$ cat src/rtl/gpio_pad_pkg.sv
// rtl/gpio_pad_pkg.sv - shared pad mode encodings for the gpio pad array
// Purpose: PIN_TYPE field encodings (output mode in [5:2], input mode in [1:0])
//          and the common composite pin types used by the board top.
package gpio_pad_pkg;

    localparam logic [3:0] PIN_OUT_NONE      = 4'b0000;
    localparam logic [3:0] PIN_OUT_DIRECT    = 4'b0110;
    localparam logic [3:0] PIN_OUT_REG       = 4'b0101;
    localparam logic [3:0] PIN_OUT_REG_EN    = 4'b1001;
    localparam logic [3:0] PIN_OUT_REG_REGEN = 4'b1101;

    localparam logic [1:0] PIN_IN_REG        = 2'b00;
    localparam logic [1:0] PIN_IN_DIRECT     = 2'b01;

    localparam logic [5:0] PIN_TYPE_IOPORT   = 6'b1001_01;
    localparam logic [5:0] PIN_TYPE_OUTPIN   = 6'b0101_01;
    localparam logic [5:0] PIN_TYPE_INPIN    = 6'b0000_00;

endpackage

$ cat src/rtl/gpio_pad_array_if.sv
// rtl/gpio_pad_array_if.sv - fabric/pad signal bundle for the gpio pad array
// Purpose: groups the per-bit data, direction and pad-side signals.
// master: fabric + pad environment (drives d_out, output_enable, clock_enable, pad_in)
// slave : the pad array (drives d_in, pad_out, pad_oe)
interface gpio_pad_array_if #(
    parameter int WIDTH = 8
);
    logic             clock_enable;
    logic [WIDTH-1:0] d_out;
    logic [WIDTH-1:0] output_enable;
    logic [WIDTH-1:0] d_in;
    logic [WIDTH-1:0] pad_out;
    logic [WIDTH-1:0] pad_oe;
    logic [WIDTH-1:0] pad_in;

    modport master (
        output clock_enable, d_out, output_enable, pad_in,
        input  d_in, pad_out, pad_oe
    );

    modport slave (
        input  clock_enable, d_out, output_enable, pad_in,
        output d_in, pad_out, pad_oe
    );
endinterface

$ cat src/rtl/gpio_pad_bit.sv
// rtl/gpio_pad_bit.sv - single configurable pad cell
// Purpose: one bit of the pad array; output/input mode fixed by PIN_TYPE.
// Ports: clk, reset (async, active-high), clock_enable gates all registers,
//        d_out/output_enable from fabric, d_in to fabric,
//        pad_out/pad_oe toward the pad, pad_in from the pad.
module gpio_pad_bit
    import gpio_pad_pkg::*;
#(
    parameter logic [5:0] PIN_TYPE = PIN_TYPE_IOPORT
) (
    input  logic clk,
    input  logic reset,
    input  logic clock_enable,
    input  logic d_out,
    input  logic output_enable,
    input  logic pad_in,
    output logic d_in,
    output logic pad_out,
    output logic pad_oe
);

    localparam logic [3:0] OUT_MODE = PIN_TYPE[5:2];
    // Latch input modes (10/11) are not modelled and fall back to direct.
    localparam bit         IN_REG   = (PIN_TYPE[1:0] == PIN_IN_REG);

    logic out_q, out_d;
    logic oe_q, oe_d;
    logic in_q, in_d;
    logic pad_lvl;

    always_comb begin
        out_d = out_q;
        oe_d  = oe_q;
        in_d  = in_q;
        if (clock_enable) begin
            out_d = d_out;
            oe_d  = output_enable;
            in_d  = pad_lvl;
        end
    end

    always_ff @(posedge clk or posedge reset) begin
        if (reset) begin
            out_q <= 1'b0;
            oe_q  <= 1'b0;
            in_q  <= 1'b0;
        end else begin
            out_q <= out_d;
            oe_q  <= oe_d;
            in_q  <= in_d;
        end
    end

    // Unknown output codes fall through to the no-output default.
    always_comb begin
        pad_out = 1'b0;
        pad_oe  = 1'b0;
        case (OUT_MODE)
            PIN_OUT_DIRECT: begin
                pad_out = d_out;
                pad_oe  = 1'b1;
            end
            PIN_OUT_REG: begin
                pad_out = out_q;
                pad_oe  = 1'b1;
            end
            PIN_OUT_REG_EN: begin
                pad_out = out_q;
                pad_oe  = output_enable;
            end
            PIN_OUT_REG_REGEN: begin
                pad_out = out_q;
                pad_oe  = oe_q;
            end
            default: begin
                pad_out = 1'b0;
                pad_oe  = 1'b0;
            end
        endcase
    end

    // Readback sees our own drive when the pad is driven.
    assign pad_lvl = pad_oe ? pad_out : pad_in;
    assign d_in    = IN_REG ? in_q : pad_lvl;

endmodule

$ cat src/rtl/gpio_pad_array.sv
// rtl/gpio_pad_array.sv - vector of independent configurable pad cells
// Purpose: WIDTH copies of gpio_pad_bit sharing one PIN_TYPE.
// Ports: clk, reset (async, active-high), bus (slave side of gpio_pad_array_if).
module gpio_pad_array
    import gpio_pad_pkg::*;
#(
    parameter int          WIDTH    = 8,
    parameter logic [5:0]  PIN_TYPE = PIN_TYPE_IOPORT
) (
    input  logic                   clk,
    input  logic                   reset,
    gpio_pad_array_if.slave        bus
);

    logic [WIDTH-1:0] d_in_w;
    logic [WIDTH-1:0] pad_out_w;
    logic [WIDTH-1:0] pad_oe_w;

    for (genvar i = 0; i < WIDTH; i++) begin : g_bit
        gpio_pad_bit #(
            .PIN_TYPE (PIN_TYPE)
        ) u_bit (
            .clk           (clk),
            .reset         (reset),
            .clock_enable  (bus.clock_enable),
            .d_out         (bus.d_out[i]),
            .output_enable (bus.output_enable[i]),
            .pad_in        (bus.pad_in[i]),
            .d_in          (d_in_w[i]),
            .pad_out       (pad_out_w[i]),
            .pad_oe        (pad_oe_w[i])
        );
    end

    assign bus.d_in    = d_in_w;
    assign bus.pad_out = pad_out_w;
    assign bus.pad_oe  = pad_oe_w;

endmodule

$ cat src/flat_wrapper.sv
// flat-port wrapper written by rule: the top's interface ports become plain ports
module gpio_pad_array_flat import gpio_pad_pkg::*;
#(
    parameter int          WIDTH    = 8,
    parameter logic [5:0]  PIN_TYPE = PIN_TYPE_IOPORT
)
  (clk, reset, bus_clock_enable, bus_d_out, bus_output_enable, bus_pad_in, bus_d_in, bus_pad_out, bus_pad_oe);
  gpio_pad_array_if #(.WIDTH(WIDTH)) bus_i ();
  input  logic clk;
  input  logic reset;
  input wire logic [$bits(bus_i.clock_enable)-1:0] bus_clock_enable;
  input wire logic [$bits(bus_i.d_out)-1:0] bus_d_out;
  input wire logic [$bits(bus_i.output_enable)-1:0] bus_output_enable;
  input wire logic [$bits(bus_i.pad_in)-1:0] bus_pad_in;
  output wire logic [$bits(bus_i.d_in)-1:0] bus_d_in;
  output wire logic [$bits(bus_i.pad_out)-1:0] bus_pad_out;
  output wire logic [$bits(bus_i.pad_oe)-1:0] bus_pad_oe;
  assign bus_i.clock_enable = bus_clock_enable;
  assign bus_i.d_out = bus_d_out;
  assign bus_i.output_enable = bus_output_enable;
  assign bus_i.pad_in = bus_pad_in;
  assign bus_d_in = bus_i.d_in;
  assign bus_pad_out = bus_i.pad_out;
  assign bus_pad_oe = bus_i.pad_oe;
  gpio_pad_array #(.WIDTH(WIDTH), .PIN_TYPE(PIN_TYPE)) u_core (.clk(clk), .reset(reset), .bus(bus_i));
endmodule
$ cat config.mk
export PLATFORM = sky130hd
export DESIGN_NAME = gpio_pad_array_flat
export DESIGN_NICKNAME = d
export VERILOG_FILES = /design/src/rtl/gpio_pad_pkg.sv /design/src/rtl/gpio_pad_array_if.sv /design/src/rtl/gpio_pad_bit.sv /design/src/rtl/gpio_pad_array.sv /design/src/flat_wrapper.sv
export SDC_FILE = /design/constraint.sdc
export NUM_CORES = 1
export LEC_CHECK = 0
export CAP_MARGIN = 15
export CELL_PAD_IN_SITES_DETAIL_PLACEMENT = 1
export CELL_PAD_IN_SITES_GLOBAL_PLACEMENT = 1
export CORE_UTILIZATION = 20
export CTS_CLUSTER_DIAMETER = 60
export DETAILED_ROUTE_END_ITERATION = 7
export MAX_ROUTING_LAYER = met4
export PLACE_DENSITY = 0.72
export SETUP_SLACK_MARGIN = 0.02
export SYNTH_ARGS = -nofsm -noshare
export SYNTH_HDL_FRONTEND = slang
export SYNTH_SLANG_ARGS = --single-unit
$ cat constraint.sdc
create_clock -name clk -period 1 [get_ports clk]
set_clock_uncertainty 0.15 [all_clocks]
set_input_delay 0.1 -clock clk [delete_from_list [all_inputs] [get_ports clk]]
set_output_delay 0.1 -clock clk [all_outputs]
set_load 0.02 [all_outputs]
Word-level counts from Yosys, hierarchy flattened
Index checks and enable logic that the tools add are counted.
{"block": "totals", "regBits": 8, "inputBits": 27, "output_inout_bits": 24, "word_cells": 16}
{"block": "op_classes", "n_mux": 8}
{"op": "$mux 1", "n": 8}

Depth between registers and ports, before layout
{"block": "depth", "ltp_word": 1, "depth_mapped": 2, "ltp_nobuf": 1}

Modules after synthesis
Synthesis repeated with hierarchy kept, for this count alone.
{"block": "unflattened", "cells_unflattened": 40, "area_unflattened_um2": 500.5}
{"mod": "gpio_pad_bit", "n_inst": 8, "cells_per_inst": 5, "area_each_um2": 62.6, "seq_area_each_um2": 25.0}

Worst setup path before layout
OpenSTA, ideal clock, no wires.
{"block": "synth_path", "kind": "flip-flop to output port", "startpoint": "register u_core.g_bit[0].u_bit.out_q", "endpoint": "output bus_d_in[0]", "arrival_ns": 0.765, "required_time_ns": 0.750, "slack_ns": -0.015, "path_stages_with_launch": 3, "n_path_buf": 1, "path_cell_list": "dfrtp_1 -> mux2_2 -> buf_4"}
{"block": "synth_via", "elab_chain_len": 1}
{"element": "start: declaration", "line": "gpio_pad_bit.sv:26", "source": "logic out_q, out_d;"}
{"element": "start signal: assignment", "line": "gpio_pad_bit.sv:48", "source": "out_q <= out_d;"}
{"element": "$mux 1", "line": "gpio_pad_bit.sv:83", "source": "assign pad_lvl = pad_oe ? pad_out : pad_in;"}
{"element": "end: declaration", "line": "flat_wrapper.sv:15", "source": "output wire logic [$bits(bus_i.d_in)-1:0] bus_d_in;"}
No other way between the ends.

Worst setup path in the final report
{"block": "layout_path", "startpoint": "register u_core.g_bit[6].u_bit.out_q", "endpoint": "output bus_d_in[6]"}
{"block": "layout_via", "elab_chain_len": 1}
{"element": "start: declaration", "line": "gpio_pad_bit.sv:26"}
{"element": "start signal: assignment", "line": "gpio_pad_bit.sv:48"}
{"element": "$mux 1", "line": "gpio_pad_bit.sv:83"}
No other way between the ends.

==> reports/metrics.yaml <==
fmax_mhz: 776
syn_area_per_cell_um2: 12.1
netlist_area_um2: 606
ys_seq_area_share_pct: 33.1
finalSetupTns_ps: -4140
coreArea_um2: 2810
grt_pass1_vias: 590
largest_reg_flops: 8
dieWidth_um: 57.0
setup_viol: 24
start_util_pct: 21.6
dp_hpwl_mm: 1.26
synth_fa_ha_area_share_pct: 0
rows: 19
die_area_um2: 3250
path_max_fanout: 2
ios: 51
muxShareOfSynthArea_pct: 34.7
p_leak_uw: 0.000589
clockRootBuffer: "clkbuf_4"
grt_max_degree: 7
grt_first_pass_wirelength_mm: 2.46
worst_setup_path_end_kind: "output pin"
dpl_worst_slack_ps: -715
antenna_found_initial: 0
clock_path_buffers: 2
worst_slew_pin_slew_ps: 224
synth_xor_area_share_pct: 0
rsz0062_at_grt: "yes"
crit_type: "reg -> out"
violations: "DRC, setup timing"
via_per_inst: 3.96
drtIter0Drc: 10
grt.total_usage_pct: 10.5
drv_cap: 0
wl_per_cell_um: 12.4
ys_types: 6
worstPathRequired_ps: 750
maxSlewViolCount: 0
finalCritPeriodShare_pct: 129
drive_gt1_share_pct: 55.3
area_growth_pct: 94.2
path_clk_slew_ps: 60
synth-simple-area-share_pct: 0
clock-sinks: 8
synth_compound_area_share_pct: 0
start_kind: "register"
clk_latency_ps: 250
remaining_drc_errors: 6
worst_slack_ps: -288
numCtsBuffers: 3
nets: 123
numPortBuffers: 50
arrival_ps: 1040
min_path_type: "in -> reg"
die_y_um: 57.0
num_vias: 495
cts_tree: "built"
postRouteAntennaNets: 0
drt_pass1_iterations: 5
powerDensity_nw_per_um2: 1070
yosys_warnings: 0
ir_worst_vdd_mv: 0.402
gr-total-overflow: 0
synthCells: 50
ys_ff_latch: 8
syn_nets: 77
relSlewSlack_pct: 85.1
drt_wl_total_mm: 1.55
place.gp.congestion: 0.586
hold_viol_final: 0
status: "complete, but fails checks"
min_period_ps: 1290
fin_area_um2: 1180
synth_top_family_by_area: "multiplexers"
htreeDepth: 1
diodes: 0
place_area_um2: 1090
-- path summary, 6_finish.rpt --
check | start | end | slack [ps] | depth (start not counted)
min in group asynchronous | reset | u_core.g_bit[4].u_bit.pad_out | 520 | 4
worst max-delay path | u_core.g_bit[6].u_bit.pad_out | bus_d_in[6] | -290 | 2
worst min-delay path | bus_clock_enable | u_core.g_bit[4].u_bit.pad_out | 290 | 3
worst min register to register | u_core.g_bit[5].u_bit.pad_out | u_core.g_bit[5].u_bit.pad_out | 460 | 2
max in group asynchronous | reset | u_core.g_bit[5].u_bit.pad_out | 60 | 4
worst max register to register | u_core.g_bit[7].u_bit.pad_out | u_core.g_bit[7].u_bit.pad_out | -140 | 3
-- Yosys cell counts (all sizes together) --
| cell type | count | area (um^2) |
|---|---|---|
| buf | 25 | 191 |
| mux2 | 16 | 210 |
| dfrtp | 8 | 200 |
| inv | 1 | 3.75 |
-- final cells by class --
type,count,area [um^2]
well taps,31,38.8
clock buffers,3,22.5
flip-flops and latches,8,200
fillers,306,1630
inverters,1,3.75
repair buffers,66,671
multi-input cells,16,240
-- layout by cell type, fill, tap and decap left out --
cell type and count:
dfrtp_1 8, inv_2 1, buf_4 5, mux2_4 16
clkdlybuf4s50_1 17, clkbuf_4 3, buf_12 1, dlygate4sd2_1 16
buf_6 26, dlygate4sd3_1 1
-- power by group --
part	internal [uW]	total, uW	switching, uW
registers	357	378	21.3
logic	401	632	231
clock network	138	251	113
-- through the flow --
stage	power, uW	std cells	hold slack [ps]	utilization, %
after floorplan	760	50	-234	-
after global placement	957	118	244	38.7
after detailed placement	968	118	252	38.7
after CTS	1270	125	283	41.4
after global routing	1350	125	284	41.9
final	1260	125	286	41.9
-- timing repair --
| action | in CTS | in global routing |
|---|---|---|
| buffers inserted | 3 | 4 |
| endpoints found under the setup margin | 32 | 28 |
| hold buffers | 1 | 0 |
| resized for setup | 123 | 9 |
| cloned | 0 | 0 |
| endpoints found under the hold margin | 8 | 0 |
-- cells by family (layout without fill, tap and decap cells) --
| logic type | Yosys count | in the layout |
|---|---|---|
| buffers and inverters | 26 | 70 |
| DFF | 8 | 8 |
| muxes | 16 | 16 |
-- worst max-delay path: stages, from the launching register on --
cell	delay (ps)
dfrtp_1	390
mux2_4	270
buf_6	130
-- metal layers --
layer / wire length, um / vias up / global-route usage (%)
li1: - / 229 / -
met1: 441 / 239 / 8.70
met2: 988 / 27 / 21.5
met3: 119 / 0 / 3.17
met4: 0 / 0 / 3.14
met5: 0 / - / -
Power figures use the tool's default switching activity.
